===== config.mk =====
export PLATFORM = sky130hd
export DESIGN_NAME = sample_packetizer
export DESIGN_NICKNAME = d
export VERILOG_FILES = /design/src/rtl/sample_packetizer.sv
export SDC_FILE = /design/constraint.sdc
export NUM_CORES = 1
export LEC_CHECK = 0
export BUFFER_PORTS_ARGS = -buffer_cell sky130_fd_sc_hd__buf_4
export CAP_MARGIN = 20
export CORE_MARGIN = 3
export CORE_UTILIZATION = 44
export CTS_BUF_LIST = sky130_fd_sc_hd__clkbuf_2 sky130_fd_sc_hd__clkbuf_4 sky130_fd_sc_hd__clkbuf_8
export DETAILED_ROUTE_END_ITERATION = 16
export HOLD_SLACK_MARGIN = 0.02
export PLACE_DENSITY_LB_ADDON = 0.08
export RECOVER_POWER = 25
export SLEW_MARGIN = 25
export SYNTH_ARGS = -nofsm -noshare
export SYNTH_HDL_FRONTEND = slang
export SYNTH_SLANG_ARGS = --single-unit

===== constraint.sdc =====
create_clock -name i_Clock -period 2.9 [get_ports i_Clock]
set_clock_uncertainty 0.15 [all_clocks]
set_input_delay 0.29 -clock i_Clock [delete_from_list [all_inputs] [get_ports i_Clock]]
set_output_delay 0.29 -clock i_Clock [all_outputs]
set_load 0.02 [all_outputs]

===== src/rtl/sample_packetizer.sv =====
// Sample packetizer: buffers 16-bit samples in a FIFO and frames them into
// byte packets (SYNC, SEQ, sample bytes MSB first, XOR checksum) for a UART
// transmitter using a DV / one-cycle tready handshake.
module sample_packetizer #(
    parameter int unsigned PKT_SAMPLES = 4,
    parameter int unsigned FIFO_DEPTH  = 16,
    parameter logic [7:0]  SYNC_BYTE   = 8'hA5
) (
    input  logic                          i_Clock,
    input  logic                          i_Reset,
    input  logic [15:0]                   i_Sample,
    input  logic                          i_Sample_Valid,
    output logic                          o_TX_DV,
    output logic [7:0]                    o_TX_Byte,
    input  logic                          i_TX_Byte_tready,
    output logic [$clog2(FIFO_DEPTH):0]   o_Fifo_Count,
    output logic                          o_Overflow,
    output logic                          o_Pkt_Active
);

    localparam int unsigned AW = $clog2(FIFO_DEPTH);
    localparam int unsigned CW = AW + 1;
    localparam int unsigned SW = 4;

    typedef enum logic [2:0] {
        S_IDLE,
        S_HDR,
        S_SEQ,
        S_DATA_HI,
        S_DATA_LO,
        S_CSUM
    } state_t;

    // FIFO storage and bookkeeping
    logic [15:0]   r_mem [FIFO_DEPTH];
    logic [AW-1:0] r_wr_ptr;
    logic [AW-1:0] r_rd_ptr;
    logic [CW-1:0] r_count;
    logic          r_overflow;

    // Packet engine state
    state_t        r_state;
    logic          r_gap;
    logic          r_tx_dv;
    logic [7:0]    r_tx_byte;
    logic          r_pkt_active;
    logic [7:0]    r_seq;
    logic [7:0]    r_csum;
    logic [SW-1:0] r_samp_cnt;

    logic [15:0]   w_head;
    logic          w_accept;
    logic          w_pop;
    logic          w_full;
    logic          w_push;
    logic          w_drop;
    logic          w_pkt_ready;
    logic          w_last_sample;
    logic [7:0]    w_state_byte;

    assign w_head        = r_mem[r_rd_ptr];
    assign w_accept      = r_tx_dv & i_TX_Byte_tready;
    assign w_pop         = w_accept & (r_state == S_DATA_LO);
    assign w_full        = (r_count == CW'(FIFO_DEPTH));
    // A pop in the same cycle frees the slot the incoming sample needs.
    assign w_push        = i_Sample_Valid & (~w_full | w_pop);
    assign w_drop        = i_Sample_Valid & w_full & ~w_pop;
    assign w_pkt_ready   = (r_count >= CW'(PKT_SAMPLES));
    assign w_last_sample = (r_samp_cnt == SW'(PKT_SAMPLES - 1));

    assign o_TX_DV       = r_tx_dv;
    assign o_TX_Byte     = r_tx_byte;
    assign o_Fifo_Count  = r_count;
    assign o_Overflow    = r_overflow;
    assign o_Pkt_Active  = r_pkt_active;

    // Byte belonging to the current state, loaded when a byte is (re)presented
    always_comb begin
        w_state_byte = 8'h00;
        case (r_state)
            S_HDR:     w_state_byte = SYNC_BYTE;
            S_SEQ:     w_state_byte = r_seq;
            S_DATA_HI: w_state_byte = w_head[15:8];
            S_DATA_LO: w_state_byte = w_head[7:0];
            S_CSUM:    w_state_byte = r_csum;
            default:   w_state_byte = 8'h00;
        endcase
    end

    // Sample storage; writes are suppressed while in reset
    always_ff @(posedge i_Clock) begin
        if (!i_Reset && w_push) begin
            r_mem[r_wr_ptr] <= i_Sample;
        end
    end

    // FIFO pointers, occupancy and sticky overflow flag
    always_ff @(posedge i_Clock) begin
        if (i_Reset) begin
            r_wr_ptr   <= '0;
            r_rd_ptr   <= '0;
            r_count    <= '0;
            r_overflow <= 1'b0;
        end else begin
            if (w_push) begin
                r_wr_ptr <= AW'(r_wr_ptr + 1'b1);
            end
            if (w_pop) begin
                r_rd_ptr <= AW'(r_rd_ptr + 1'b1);
            end
            case ({w_push, w_pop})
                2'b10:   r_count <= CW'(r_count + 1'b1);
                2'b01:   r_count <= CW'(r_count - 1'b1);
                default: r_count <= r_count;
            endcase
            if (w_drop) begin
                r_overflow <= 1'b1;
            end
        end
    end

    // Packet FSM: presents one byte per state, with a one-cycle DV gap after
    // each acceptance (r_gap) during which the next state's byte is loaded.
    always_ff @(posedge i_Clock) begin
        if (i_Reset) begin
            r_state      <= S_IDLE;
            r_gap        <= 1'b0;
            r_tx_dv      <= 1'b0;
            r_tx_byte    <= 8'h00;
            r_pkt_active <= 1'b0;
            r_seq        <= 8'h00;
            r_csum       <= 8'h00;
            r_samp_cnt   <= '0;
        end else begin
            case (r_state)
                S_IDLE: begin
                    r_gap <= 1'b0;
                    if (w_pkt_ready) begin
                        r_state      <= S_HDR;
                        r_tx_dv      <= 1'b1;
                        r_tx_byte    <= SYNC_BYTE;
                        r_pkt_active <= 1'b1;
                        r_csum       <= 8'h00;
                        r_samp_cnt   <= '0;
                    end
                end
                default: begin
                    if (r_gap) begin
                        r_gap     <= 1'b0;
                        r_tx_dv   <= 1'b1;
                        r_tx_byte <= w_state_byte;
                    end else if (w_accept) begin
                        r_tx_dv <= 1'b0;
                        r_gap   <= 1'b1;
                        case (r_state)
                            S_HDR: begin
                                r_state <= S_SEQ;
                            end
                            S_SEQ: begin
                                r_state <= S_DATA_HI;
                                r_csum  <= r_csum ^ r_tx_byte;
                            end
                            S_DATA_HI: begin
                                r_state <= S_DATA_LO;
                                r_csum  <= r_csum ^ r_tx_byte;
                            end
                            S_DATA_LO: begin
                                r_csum     <= r_csum ^ r_tx_byte;
                                r_samp_cnt <= SW'(r_samp_cnt + 1'b1);
                                r_state    <= w_last_sample ? S_CSUM : S_DATA_HI;
                            end
                            S_CSUM: begin
                                r_state      <= S_IDLE;
                                r_gap        <= 1'b0;
                                r_pkt_active <= 1'b0;
                                r_seq        <= 8'(r_seq + 1'b1);
                            end
                            default: begin
                                r_state <= S_IDLE;
                                r_gap   <= 1'b0;
                            end
                        endcase
                    end
                end
            endcase
        end
    end

endmodule


==> report_table.html, run 1 <==
<table>
<tr><th>Metric</th><th>Value</th></tr>
<tr><th colspan="2">STA</th></tr>
<tr><td>Period minus WS final</td><td>2640 ps</td></tr>
<tr><td>Setup_tns</td><td>0 ps</td></tr>
<tr><td>RSZ-0062 raised after global routing</td><td>no</td></tr>
<tr><td>Final hold violation count</td><td>0</td></tr>
<tr><td>Post-route setup slack</td><td>265 ps</td></tr>
<tr><td>Final hold slack</td><td>156 ps</td></tr>
<tr><td>Fmax</td><td>379 MHz</td></tr>
<tr><td>Number of slew-limit violations in the final report</td><td>0</td></tr>
<tr><td>Transition time at the pin with the least slew margin</td><td>933 ps</td></tr>
<tr><td>Worst max-slew margin expressed relative to the limit</td><td>37.8%</td></tr>
<tr><td>Final count of negative-setup-slack endpoints</td><td>0</td></tr>
<tr><td>Final critical-path share of the clock period</td><td>90.9%</td></tr>
<tr><th colspan="2">Synthesis</th></tr>
<tr><td>Predominant post-synthesis flop cell</td><td>sky130_fd_sc_hd__edfxtp_1</td></tr>
<tr><td>Cells after Synth</td><td>838</td></tr>
<tr><td>Fraction of registers with async set or reset after synthesis</td><td>0%</td></tr>
<tr><td>Mean area per synthesized cell</td><td>15.0 sq um</td></tr>
<tr><td>Sequential area share after synthesis</td><td>69.6%</td></tr>
<tr><td>Number of register bits inferred by synthesis</td><td>308</td></tr>
<tr><td>Top cells by area in the synthesized netlist</td><td>sky130_fd_sc_hd__edfxtp_1 61%, sky130_fd_sc_hd__mux2i_1 8.5%, sky130_fd_sc_hd__dfxtp_1 8.3%</td></tr>
<tr><td>Count of cell types in the netlist</td><td>52</td></tr>
<tr><td>Portion of synthesized cell area occupied by the leading cell type</td><td>61.3%</td></tr>
<tr><td>Post-synth EDFFs</td><td>256</td></tr>
<tr><td>Cell type with the highest aggregate area in the netlist</td><td>sky130_fd_sc_hd__edfxtp_1</td></tr>
<tr><td>Post-synthesis net count</td><td>867</td></tr>
<tr><td>Post-synth design cell area</td><td>12500 sq um</td></tr>
<tr><td>Yosys synthesis warning count</td><td>0</td></tr>
<tr><th colspan="2">Floorplanning</th></tr>
<tr><td>Full die area</td><td>30600 sq um</td></tr>
<tr><td>Core box area</td><td>27900 sq um</td></tr>
<tr><td>Effective utilization at floorplan</td><td>44.9%</td></tr>
<tr><td>Number of rows created at floorplan</td><td>61</td></tr>
<tr><td>Die boundary width</td><td>175 um</td></tr>
<tr><td>IO Pins</td><td>36</td></tr>
<tr><td>Vert. Die Dim</td><td>175 um</td></tr>
<tr><th colspan="2">CTS</th></tr>
<tr><td>Total CTS buffers</td><td>50</td></tr>
<tr><td>Setup fix buffers added after clock tree synthesis</td><td>0</td></tr>
<tr><td>TritonCTS clock tree</td><td>built</td></tr>
<tr><td>Total number of H-tree levels</td><td>2</td></tr>
<tr><td>Clock slew seen by the registers of the worst setup and hold paths</td><td>60 ps</td></tr>
<tr><td>Source-to-sink clock delay at the later pin of the worst-skew pair</td><td>560 ps</td></tr>
<tr><td>Clock Tree Buf Depth</td><td>3</td></tr>
<tr><td>Clock Tree Root</td><td>sky130_fd_sc_hd__clkbuf_8</td></tr>
<tr><td>Clock sink total</td><td>308</td></tr>
<tr><th colspan="2">Placement</th></tr>
<tr><td>Buffers added on ports</td><td>35</td></tr>
<tr><td>Placer congestion estimate</td><td>0.850</td></tr>
<tr><td>Half-perimeter wire length of the detailed placement result</td><td>21.0 mm</td></tr>
<tr><td>Placed Instances</td><td>1248</td></tr>
<tr><td>Worst setup timing slack at the placement stage</td><td>295 ps</td></tr>
<tr><th colspan="2">Worst setup path</th></tr>
<tr><td>Endpoint arrival time on the critical path</td><td>2710 ps</td></tr>
<tr><td>Highest net fanout along the worst path</td><td>16</td></tr>
<tr><td>Crit path launch type</td><td>flop</td></tr>
<tr><td>Critical path capture point type</td><td>flop</td></tr>
<tr><td>Critical setup path kind</td><td>flop to flop</td></tr>
<tr><td>Endpoint required time on the critical path</td><td>2980 ps</td></tr>
<tr><th colspan="2">Finish</th></tr>
<tr><td>Fillers</td><td>2380</td></tr>
<tr><td>Reg area</td><td>8730 sq um</td></tr>
<tr><td>Share of final-layout standard cells stronger than drive strength 1</td><td>18.8%</td></tr>
<tr><td>Commonest non-fill, non-tap cells in the layout</td><td>256 x sky130_fd_sc_hd__edfxtp_1, 106 x sky130_fd_sc_hd__mux2i_1, 57 x sky130_fd_sc_hd__buf_4</td></tr>
<tr><td>Nets</td><td>969</td></tr>
<tr><td>Post-synthesis to final-layout area growth</td><td>16.8%</td></tr>
<tr><td>Most common cell after layout, fill and taps aside</td><td>sky130_fd_sc_hd__edfxtp_1</td></tr>
<tr><td>Total area of multi-input combinational cells</td><td>3650 sq um</td></tr>
<tr><td>Antenna diode count</td><td>0</td></tr>
<tr><td>Non-filler instance count after layout</td><td>1358</td></tr>
<tr><th colspan="2">Drt</th></tr>
<tr><td>Number of detailed-routing iterations run before antenna repair</td><td>5</td></tr>
<tr><td>DR iter-0 viols</td><td>610</td></tr>
<tr><td>Routed wire length</td><td>31.3 mm</td></tr>
<tr><td>DRC violation count after routing</td><td>0</td></tr>
<tr><td>Detail Route Antenna Nets</td><td>0</td></tr>
<tr><td>Vias per std cell</td><td>5.61</td></tr>
<tr><td>Via count</td><td>7619</td></tr>
<tr><td>Wire per inst</td><td>23.0 um</td></tr>
<tr><th colspan="2">Global routing</th></tr>
<tr><td>Remaining global-route overflow</td><td>0</td></tr>
<tr><td>Number of antenna violations at the first check in global routing</td><td>0</td></tr>
<tr><td>Gr usage total</td><td>20.4%</td></tr>
<tr><td>Number of global-route vias before repair</td><td>7610</td></tr>
<tr><td>Global-route wire length before repair</td><td>47.0 mm</td></tr>
<tr><td>Largest net degree at the start of global routing</td><td>47</td></tr>
<tr><th colspan="2">Worst hold path</th></tr>
<tr><td>Type of the tightest min-delay check</td><td>primary input to flop</td></tr>
<tr><th colspan="2">Power and ir drop</th></tr>
<tr><td>Max VDD drop</td><td>329 uV</td></tr>
<tr><td>Pwr Density</td><td>597 nW/um^2</td></tr>
<tr><td>Total power of the final layout</td><td>8.75 mW</td></tr>
<tr><td>Leak pwr</td><td>4.76 nW</td></tr>
<tr><th colspan="2">Outcome</th></tr>
<tr><td>Run status</td><td>completed</td></tr>
<tr><th colspan="2">Job</th></tr>
<tr><td>Max cap viols</td><td>0</td></tr>
</table>
==> Yosys cell counts, types with 6 or more instances <==
cell type                  number
sky130_fd_sc_hd__nand2b_1       7
sky130_fd_sc_hd__mux2i_1      106
sky130_fd_sc_hd__o21ai_0        9
sky130_fd_sc_hd__nor2b_1        6
sky130_fd_sc_hd__nand2_1       41
sky130_fd_sc_hd__buf_2         14
sky130_fd_sc_hd__xor2_1        10
sky130_fd_sc_hd__xnor2_1       10
sky130_fd_sc_hd__a22oi_1       50
sky130_fd_sc_hd__ha_1           9
sky130_fd_sc_hd__a21oi_1       18
sky130_fd_sc_hd__nand3_1       36
sky130_fd_sc_hd__mux4_2        14
sky130_fd_sc_hd__nor2_1        68
sky130_fd_sc_hd__clkbuf_1      23
sky130_fd_sc_hd__nor3_1         9
sky130_fd_sc_hd__a31oi_1       13
sky130_fd_sc_hd__dfxtp_1       52
sky130_fd_sc_hd__and2_1         7
sky130_fd_sc_hd__a41o_1         8
sky130_fd_sc_hd__edfxtp_1     256
==> cells by family (layout without fill, tap and decap cells) <==
family                     Yosys count  after routing  share of synthesized area (%)
buffers and inverters               52            194                           1.91
AOI/OAI and AO/OA                  126            126                           7.40
xor gates and xnor gates            20             20                           1.40
muxes                              124            124                           11.3
adders and majority gates            9              9                          0.898
DFF                                308            308                           69.6
and+or+nand+nor                    199            199                           7.48
==> timing repair <==
item,4_1_cts,5_1_grt
resized for setup,0,0
endpoints found under the hold margin,259,0
hold buffers,18,0
==> final timing paths <==
kind / from / to / slack (ps) / depth (start not counted)
min: i_Reset / r_seq[5]$_SDFFE_PP0P_ / 160 / 3
max reg2reg: r_state[0]$_SDFFE_PP0P_ / r_mem[3][1]$_DFFE_PP_ / 260 / 6
min reg2reg: o_Pkt_Active$_SDFFE_PP0P_ / o_Pkt_Active$_SDFFE_PP0P_ / 350 / 2
max: r_state[0]$_SDFFE_PP0P_ / r_mem[3][1]$_DFFE_PP_ / 260 / 6
==> critical path, cell delays in order, from the launching register on <==
cell and delay, ps:
sky130_fd_sc_hd__dfxtp_1 310, sky130_fd_sc_hd__or3b_1 420, sky130_fd_sc_hd__or2_1 290, sky130_fd_sc_hd__a211oi_2 410, sky130_fd_sc_hd__nand2_1 300, sky130_fd_sc_hd__nor3_4 170, sky130_fd_sc_hd__buf_4 270
==> final cells by class <==
class | count | share of cell area, %
Sequential cell | 308 | 59.6
Multi-Input combinational cell | 478 | 24.9
Timing Repair Buffer | 97 | 5.71
Clock buffer | 60 | 5.25
Tap cell | 378 | 3.23
Clock inverter | 32 | 1.14
Inverter | 5 | 0.128
==> power by group <==
part	leakage, nW	internal, mW	total [mW]	switching, mW
Sequential	2.73	4.83	4.86	0.0297
Combinational	1.53	0.115	0.356	0.240
Clock	0.502	1.85	3.53	1.68
==> sequential cells by signal, summed over array words and instances, names as in the netlist, named ones only <==
register,count
r_mem,256
o_TX_Byte,8
r_csum,8
r_seq,8
o_Fifo_Count,5
r_rd_ptr,4
r_samp_cnt,4
r_wr_ptr,4
r_state,3
o_Overflow,1
o_Pkt_Active,1
o_TX_DV,1
r_gap,1
==> through the flow <==
step                instance area [sq um]  util (%)
floorplan                           12600         -
global placement                    13600      48.6
detailed placement                  13600      48.6
CTS                                 14700      52.6
global route                        14700      52.5
finish                              14700      52.5
==> per-layer routing <==
layer  GRT usage, %  up-vias  routed length [um]
met3           4.74       56                2140
met2           32.4      271               14700
met5              0        -                   0
li1               -     3463                   -
met4           6.12        0                 776
met1           28.4     3829               13700
Power figures use the tool's default switching activity.
==> run 2: changes to the inputs <==
CORE_ASPECT_RATIO = 1.4   (was unset)
CORE_MARGIN = unset   (was 3)
GPL_TIMING_DRIVEN = 1   (was unset)
==> run 2 against run 1 <==
Effect of this change: global-route usage is 2.1 points higher; total power fell by 0.92%; clock-buffer cell count is 7 lower; worst hold slack lost 18 ps; largest power group unchanged.
==> report_table.html, run 2 (synthesis gave the netlist of run 1 again) <==
<table>
<tr><th>Metric</th><th>Value</th></tr>
<tr><th colspan="2">Outcome</th></tr>
<tr><td>Run status</td><td>completed</td></tr>
<tr><th colspan="2">Finish</th></tr>
<tr><td>Register with the most flip-flops</td><td>r_mem</td></tr>
<tr><td>Commonest non-fill, non-tap cells in the layout</td><td>256 x sky130_fd_sc_hd__edfxtp_1, 106 x sky130_fd_sc_hd__mux2i_1, 58 x sky130_fd_sc_hd__buf_4</td></tr>
<tr><td>Nets</td><td>965</td></tr>
<tr><td>Post-route standard cell area excluding fillers</td><td>14600 sq um</td></tr>
<tr><td>Share of final-layout standard cells stronger than drive strength 1</td><td>18.0%</td></tr>
<tr><td>Total area of multi-input combinational cells</td><td>3650 sq um</td></tr>
<tr><td>Fillers</td><td>2305</td></tr>
<tr><td>Post-synthesis to final-layout area growth</td><td>16.3%</td></tr>
<tr><td>Number of flip-flops in the largest register</td><td>256</td></tr>
<tr><td>Antenna diode count</td><td>0</td></tr>
<tr><td>Reg area</td><td>8730 sq um</td></tr>
<tr><td>Most common cell after layout, fill and taps aside</td><td>sky130_fd_sc_hd__edfxtp_1</td></tr>
<tr><th colspan="2">Global routing</th></tr>
<tr><td>Number of global-route vias before repair</td><td>7554</td></tr>
<tr><td>Remaining global-route overflow</td><td>0</td></tr>
<tr><td>Gr usage total</td><td>22.6%</td></tr>
<tr><td>Global-route wire length before repair</td><td>46.7 mm</td></tr>
<tr><td>Number of antenna violations at the first check in global routing</td><td>1</td></tr>
<tr><td>Largest net degree at the start of global routing</td><td>39</td></tr>
<tr><th colspan="2">Drt</th></tr>
<tr><td>Routed wire length</td><td>31.8 mm</td></tr>
<tr><td>Vias per std cell</td><td>5.55</td></tr>
<tr><td>Via count</td><td>7453</td></tr>
<tr><td>Detail Route Antenna Nets</td><td>0</td></tr>
<tr><td>Number of detailed-routing iterations run before antenna repair</td><td>5</td></tr>
<tr><td>DRC violation count after routing</td><td>0</td></tr>
<tr><td>Wire per inst</td><td>23.7 um</td></tr>
<tr><td>DR iter-0 viols</td><td>482</td></tr>
<tr><th colspan="2">Floorplanning</th></tr>
<tr><td>Core box area</td><td>27800 sq um</td></tr>
<tr><td>Number of rows created at floorplan</td><td>72</td></tr>
<tr><td>Die boundary width</td><td>145 um</td></tr>
<tr><td>Effective utilization at floorplan</td><td>45.1%</td></tr>
<tr><td>IO Pins</td><td>36</td></tr>
<tr><td>Vert. Die Dim</td><td>202 um</td></tr>
<tr><td>Full die area</td><td>29200 sq um</td></tr>
<tr><th colspan="2">STA</th></tr>
<tr><td>Final count of negative-setup-slack endpoints</td><td>0</td></tr>
<tr><td>Final hold violation count</td><td>0</td></tr>
<tr><td>Worst max-slew margin expressed relative to the limit</td><td>32.0%</td></tr>
<tr><td>RSZ-0062 raised after global routing</td><td>no</td></tr>
<tr><td>Fmax</td><td>379 MHz</td></tr>
<tr><td>Period minus WS final</td><td>2640 ps</td></tr>
<tr><td>Transition time at the pin with the least slew margin</td><td>1020 ps</td></tr>
<tr><td>Post-route setup slack</td><td>262 ps</td></tr>
<tr><td>Number of slew-limit violations in the final report</td><td>0</td></tr>
<tr><td>Setup_tns</td><td>0 ps</td></tr>
<tr><td>Final critical-path share of the clock period</td><td>91.0%</td></tr>
<tr><th colspan="2">Worst setup path</th></tr>
<tr><td>Largest delay share family, worst path</td><td>simple AND/OR/NAND/NOR gates</td></tr>
<tr><td>Endpoint required time on the critical path</td><td>3050 ps</td></tr>
<tr><td>Critical path capture point type</td><td>flop</td></tr>
<tr><td>Endpoint arrival time on the critical path</td><td>2790 ps</td></tr>
<tr><td>Longest individual stage delay on the worst path</td><td>410 ps</td></tr>
<tr><td>Slowest-stage cell, CP</td><td>sky130_fd_sc_hd__a211oi_2</td></tr>
<tr><td>Highest net fanout along the worst path</td><td>12</td></tr>
<tr><td>Critical setup path kind</td><td>flop to flop</td></tr>
<tr><td>Crit path launch type</td><td>flop</td></tr>
<tr><td>Worst path bufs/invs</td><td>1</td></tr>
<tr><td>Cell Chain, Critical Path</td><td>or3b_1 -&gt; or2_1 -&gt; a211oi_2 -&gt; nand2_1 -&gt; nor2_2 -&gt; buf_12</td></tr>
<tr><th colspan="2">Placement</th></tr>
<tr><td>Worst setup timing slack at the placement stage</td><td>258 ps</td></tr>
<tr><td>Buffers added on ports</td><td>35</td></tr>
<tr><td>Half-perimeter wire length of the detailed placement result</td><td>22.0 mm</td></tr>
<tr><td>Placer congestion estimate</td><td>0.838</td></tr>
<tr><td>Area after detailed placement</td><td>13600 sq um</td></tr>
<tr><th colspan="2">CTS</th></tr>
<tr><td>Total number of H-tree levels</td><td>2</td></tr>
<tr><td>Clock slew seen by the registers of the worst setup and hold paths</td><td>60 ps</td></tr>
<tr><td>Clock sink total</td><td>308</td></tr>
<tr><td>Total CTS buffers</td><td>47</td></tr>
<tr><td>Number of gates resized after CTS</td><td>0</td></tr>
<tr><td>Clock Tree Root</td><td>sky130_fd_sc_hd__clkbuf_8</td></tr>
<tr><td>Source-to-sink clock delay at the later pin of the worst-skew pair</td><td>580 ps</td></tr>
<tr><td>Clock Tree Buf Depth</td><td>3</td></tr>
<tr><td>TritonCTS clock tree</td><td>built</td></tr>
<tr><td>Setup fix buffers added after clock tree synthesis</td><td>0</td></tr>
<tr><th colspan="2">Power and ir drop</th></tr>
<tr><td>Leak pwr</td><td>4.72 nW</td></tr>
<tr><td>Pwr Density</td><td>594 nW/um^2</td></tr>
<tr><td>Max VDD drop</td><td>395 uV</td></tr>
<tr><th colspan="2">Worst hold path</th></tr>
<tr><td>Type of the tightest min-delay check</td><td>primary input to flop</td></tr>
<tr><th colspan="2">Job</th></tr>
<tr><td>Max cap viols</td><td>0</td></tr>
</table>
## run 2: cell type report
type                            count  area share, %
Clock buffer                       53           4.79
Clock inverter                     32           1.35
Inverter                            5          0.129
Multi-Input combinational cell    478           25.1
Sequential cell                   308           59.9
Tap cell                          370           3.17
Timing Repair Buffer               96           5.63
## run 2: final timing paths
path / from / end / slack (ps) / depth (start not counted)
setup / recovery: r_state[0]$_SDFFE_PP0P_ / r_mem[8][1]$_DFFE_PP_ / 260 / 6
hold / removal: i_Reset / o_Fifo_Count[4]$_SDFFE_PP0P_ / 140 / 3
setup reg to reg: r_state[0]$_SDFFE_PP0P_ / r_mem[8][1]$_DFFE_PP_ / 260 / 6
hold reg to reg: o_Pkt_Active$_SDFFE_PP0P_ / o_Pkt_Active$_SDFFE_PP0P_ / 350 / 2
## run 2: per-layer routing
layer  vias up  GRT usage (%)  routed length, um
met5         -              0                 13
met3        70           3.89               1450
met1      3738           26.7              12500
met4         2           8.76               1060
met2       209           40.2              16800
li1       3434              -                  -
## run 2: through the flow
stage	utilization [%]	total power [mW]	instances	hold slack, ps
finish	52.4	8.67	1342	137
global route	52.4	8.98	1342	132
detailed placement	48.7	5.30	1239	338
CTS	52.5	8.77	1342	103
global placement	48.7	5.29	1239	326
floorplan	-	5.12	838	239
## run 2: tightest hold or removal path, stage by stage
cell	delay (ps)
sky130_fd_sc_hd__buf_4	130
sky130_fd_sc_hd__buf_4	260
sky130_fd_sc_hd__nor2_1	130
## run 2: power breakdown
part	internal [mW]	switching (mW)
registers	4.83	0.0303
logic	0.113	0.242
clock network	1.79	1.66
total	6.74	1.93
## run 2: what timing repair did
| action | 4_1_cts | 5_1_grt |
|---|---|---|
| hold buffers | 18 | 0 |
| setup endpoints to repair | 0 | 0 |
| endpoints found under the hold margin | 259 | 0 |
==> run 3: changes to the inputs <==
clock period = 3.4 ns   (was 2.9 ns; I/O delays follow)
==> run 3 against run 2 <==
Effect of this change: sequential share of layout area is 0.077 points lower; sequential power is 15% lower; setup slack better by 340 ps; final cell count is 0.52% lower; worst hold slack better by 200 ps; non-clock buffer count is 10 lower; combinational power is 16% lower; wire length is 1.1% higher; via count is 0.46% higher; core utilization is 0.067 points higher; register-to-register slack better by 340 ps; first-iteration DRC count is 7.1% higher.
==> report_table.html, run 3 (synthesis gave the netlist of run 1 again) <==
<table>
<tr><th>Metric</th><th>Value</th></tr>
<tr><th colspan="2">Outcome</th></tr>
<tr><td>Run status</td><td>completed</td></tr>
<tr><th colspan="2">CTS</th></tr>
<tr><td>Total CTS buffers</td><td>48</td></tr>
<tr><td>Clock slew seen by the registers of the worst setup and hold paths</td><td>60 ps</td></tr>
<tr><td>TritonCTS clock tree</td><td>built</td></tr>
<tr><td>Hold bufs inserted after CTS</td><td>19</td></tr>
<tr><td>Setup fix buffers added after clock tree synthesis</td><td>0</td></tr>
<tr><td>Number of gates resized after CTS</td><td>0</td></tr>
<tr><td>Total number of H-tree levels</td><td>2</td></tr>
<tr><td>Clock sink total</td><td>308</td></tr>
<tr><td>Clock Tree Root</td><td>sky130_fd_sc_hd__clkbuf_8</td></tr>
<tr><td>Clock Tree Buf Depth</td><td>3</td></tr>
<tr><td>Source-to-sink clock delay at the later pin of the worst-skew pair</td><td>600 ps</td></tr>
<tr><th colspan="2">Placement</th></tr>
<tr><td>Buffers added on ports</td><td>35</td></tr>
<tr><td>Half-perimeter wire length of the detailed placement result</td><td>21.9 mm</td></tr>
<tr><td>Placer congestion estimate</td><td>0.865</td></tr>
<tr><th colspan="2">Floorplanning</th></tr>
<tr><td>Full die area</td><td>29200 sq um</td></tr>
<tr><td>Effective utilization at floorplan</td><td>45.1%</td></tr>
<tr><td>Core box area</td><td>27800 sq um</td></tr>
<tr><td>IO Pins</td><td>36</td></tr>
<tr><td>Die boundary width</td><td>145 um</td></tr>
<tr><td>Vert. Die Dim</td><td>202 um</td></tr>
<tr><td>Number of rows created at floorplan</td><td>72</td></tr>
<tr><th colspan="2">Finish</th></tr>
<tr><td>Commonest non-fill, non-tap cells in the layout</td><td>256 x sky130_fd_sc_hd__edfxtp_1, 106 x sky130_fd_sc_hd__mux2i_1, 56 x sky130_fd_sc_hd__nor2_1</td></tr>
<tr><td>Most common cell after layout, fill and taps aside</td><td>sky130_fd_sc_hd__edfxtp_1</td></tr>
<tr><td>Register with the most flip-flops</td><td>r_mem</td></tr>
<tr><td>Fillers</td><td>2313</td></tr>
<tr><td>Post-synthesis to final-layout area growth</td><td>16.4%</td></tr>
<tr><td>Antenna diode count</td><td>0</td></tr>
<tr><td>Nets</td><td>956</td></tr>
<tr><td>Share of final-layout standard cells stronger than drive strength 1</td><td>17.5%</td></tr>
<tr><td>Total area of multi-input combinational cells</td><td>3630 sq um</td></tr>
<tr><td>Number of flip-flops in the largest register</td><td>256</td></tr>
<tr><td>Reg area</td><td>8730 sq um</td></tr>
<tr><th colspan="2">Global routing</th></tr>
<tr><td>Met2 usage in global routing</td><td>40.1%</td></tr>
<tr><td>Global-route met3 utilization</td><td>4.34%</td></tr>
<tr><td>Most used routing layer in global routing</td><td>met2</td></tr>
<tr><td>Remaining global-route overflow</td><td>0</td></tr>
<tr><td>Gr usage total</td><td>23.1%</td></tr>
<tr><td>Number of global-route vias before repair</td><td>7711</td></tr>
<tr><td>Number of antenna violations at the first check in global routing</td><td>0</td></tr>
<tr><td>Global-route track usage on met1</td><td>27.4%</td></tr>
<tr><td>Largest net degree at the start of global routing</td><td>43</td></tr>
<tr><td>Global-route wire length before repair</td><td>47.8 mm</td></tr>
<tr><th colspan="2">Drt</th></tr>
<tr><td>Number of detailed-routing iterations run before antenna repair</td><td>5</td></tr>
<tr><td>Wire per inst</td><td>24.1 um</td></tr>
<tr><td>Vias per std cell</td><td>5.61</td></tr>
<tr><td>Via count</td><td>7487</td></tr>
<tr><td>Routed wire length</td><td>32.2 mm</td></tr>
<tr><td>DR iter-0 viols</td><td>516</td></tr>
<tr><td>Detail Route Antenna Nets</td><td>0</td></tr>
<tr><td>DRC violation count after routing</td><td>0</td></tr>
<tr><th colspan="2">Power and ir drop</th></tr>
<tr><td>Pwr Density</td><td>518 nW/um^2</td></tr>
<tr><td>Part of the power in the clock network</td><td>41.2%</td></tr>
<tr><td>Total power of the final layout</td><td>7.57 mW</td></tr>
<tr><td>Share of power burned in combinational logic</td><td>4.0%</td></tr>
<tr><td>Switching power as a share of total power</td><td>22.4%</td></tr>
<tr><td>Max VDD drop</td><td>293 uV</td></tr>
<tr><td>Cell Int Power</td><td>5.87 mW</td></tr>
<tr><td>Net switching power</td><td>1.69 mW</td></tr>
<tr><td>Leak pwr</td><td>4.73 nW</td></tr>
<tr><td>Sequential group share of total power</td><td>54.8%</td></tr>
<tr><th colspan="2">STA</th></tr>
<tr><td>Final critical-path share of the clock period</td><td>82.3%</td></tr>
<tr><td>Worst max-slew margin expressed relative to the limit</td><td>32.0%</td></tr>
<tr><td>Final hold violation count</td><td>0</td></tr>
<tr><td>Number of slew-limit violations in the final report</td><td>0</td></tr>
<tr><td>Setup_tns</td><td>0 ps</td></tr>
<tr><td>Fmax</td><td>357 MHz</td></tr>
<tr><td>Period minus WS final</td><td>2800 ps</td></tr>
<tr><td>Final count of negative-setup-slack endpoints</td><td>0</td></tr>
<tr><td>RSZ-0062 raised after global routing</td><td>no</td></tr>
<tr><td>Transition time at the pin with the least slew margin</td><td>1020 ps</td></tr>
<tr><th colspan="2">Worst hold path</th></tr>
<tr><td>Type of the tightest min-delay check</td><td>flop to flop</td></tr>
<tr><th colspan="2">Worst setup path</th></tr>
<tr><td>Crit path launch type</td><td>flop</td></tr>
<tr><td>Endpoint arrival time on the critical path</td><td>2940 ps</td></tr>
<tr><td>Critical setup path kind</td><td>flop to flop</td></tr>
<tr><td>Endpoint required time on the critical path</td><td>3540 ps</td></tr>
<tr><td>Critical path capture point type</td><td>flop</td></tr>
<tr><td>Highest net fanout along the worst path</td><td>12</td></tr>
<tr><th colspan="2">Job</th></tr>
<tr><td>Max cap viols</td><td>0</td></tr>
</table>
-- run 3: changes by cell type in the layout (fill, tap and decap cells not counted), sizes merged --
cell | before | now
bufinv | 2 | 3
clkbuf | 65 | 69
dlygate4sd3 | 18 | 19
buf | 66 | 53
inv | 6 | 5
clkinvlp | 2 | 3
-- run 3: per-stage QoR --
stage	cells	setup WS (ps)	hold slack [ps]	area (sq um)	util, %
floorplan	838	160	289	12500	-
global placement	1228	637	330	13500	48.5
detailed placement	1228	587	328	13500	48.5
CTS	1335	579	343	14700	52.6
global route	1335	463	363	14600	52.5
finish	1335	601	336	14600	52.5
-- run 3: routing by layer --
| metal | part of all wire, % | wire length [um] |
|---|---|---|
| met1 | 39 | 12400 |
| met2 | 52 | 16700 |
| met3 | 5.5 | 1770 |
| met4 | 4.0 | 1280 |
| met5 | 0 | 0 |
-- run 3: power groups by stage --
stage	sequential (mW)	combinational [mW]	clock, mW
finish	4.15	0.299	3.12
floorplan	4.23	0.132	0
CTS	4.15	0.311	3.19
detailed placement	4.23	0.292	0
global placement	4.22	0.285	0
global route	4.15	0.329	3.35
-- run 3: final cells by class --
| class | instances | area share [%] |
|---|---|---|
| Tap cell | 370 | 3.17 |
| Multi-Input combinational cell | 478 | 24.9 |
| Clock buffer | 55 | 4.97 |
| Inverter | 5 | 0.129 |
| Sequential cell | 308 | 59.8 |
| Clock inverter | 33 | 1.58 |
| Timing Repair Buffer | 86 | 5.50 |
-- run 3: critical path: stages (launching register included) --
cell,delay (ps)
sky130_fd_sc_hd__dfxtp_1,310
sky130_fd_sc_hd__or3b_1,410
sky130_fd_sc_hd__or2_1,290
sky130_fd_sc_hd__a211oi_2,410
sky130_fd_sc_hd__nand2_1,270
sky130_fd_sc_hd__nor3_2,460
sky130_fd_sc_hd__buf_12,220
-- run 3: path summary, 6_finish.rpt --
kind	start	to	slack [ps]	cells after the start
worst max-delay path	r_state[0]$_SDFFE_PP0P_	r_mem[0][9]$_DFFE_PP_	600	6
worst min-delay path	o_Overflow$_SDFFE_PP0P_	o_Overflow$_SDFFE_PP0P_	340	2
worst max register to register	r_state[0]$_SDFFE_PP0P_	r_mem[0][9]$_DFFE_PP_	600	6
worst min register to register	o_Overflow$_SDFFE_PP0P_	o_Overflow$_SDFFE_PP0P_	340	2
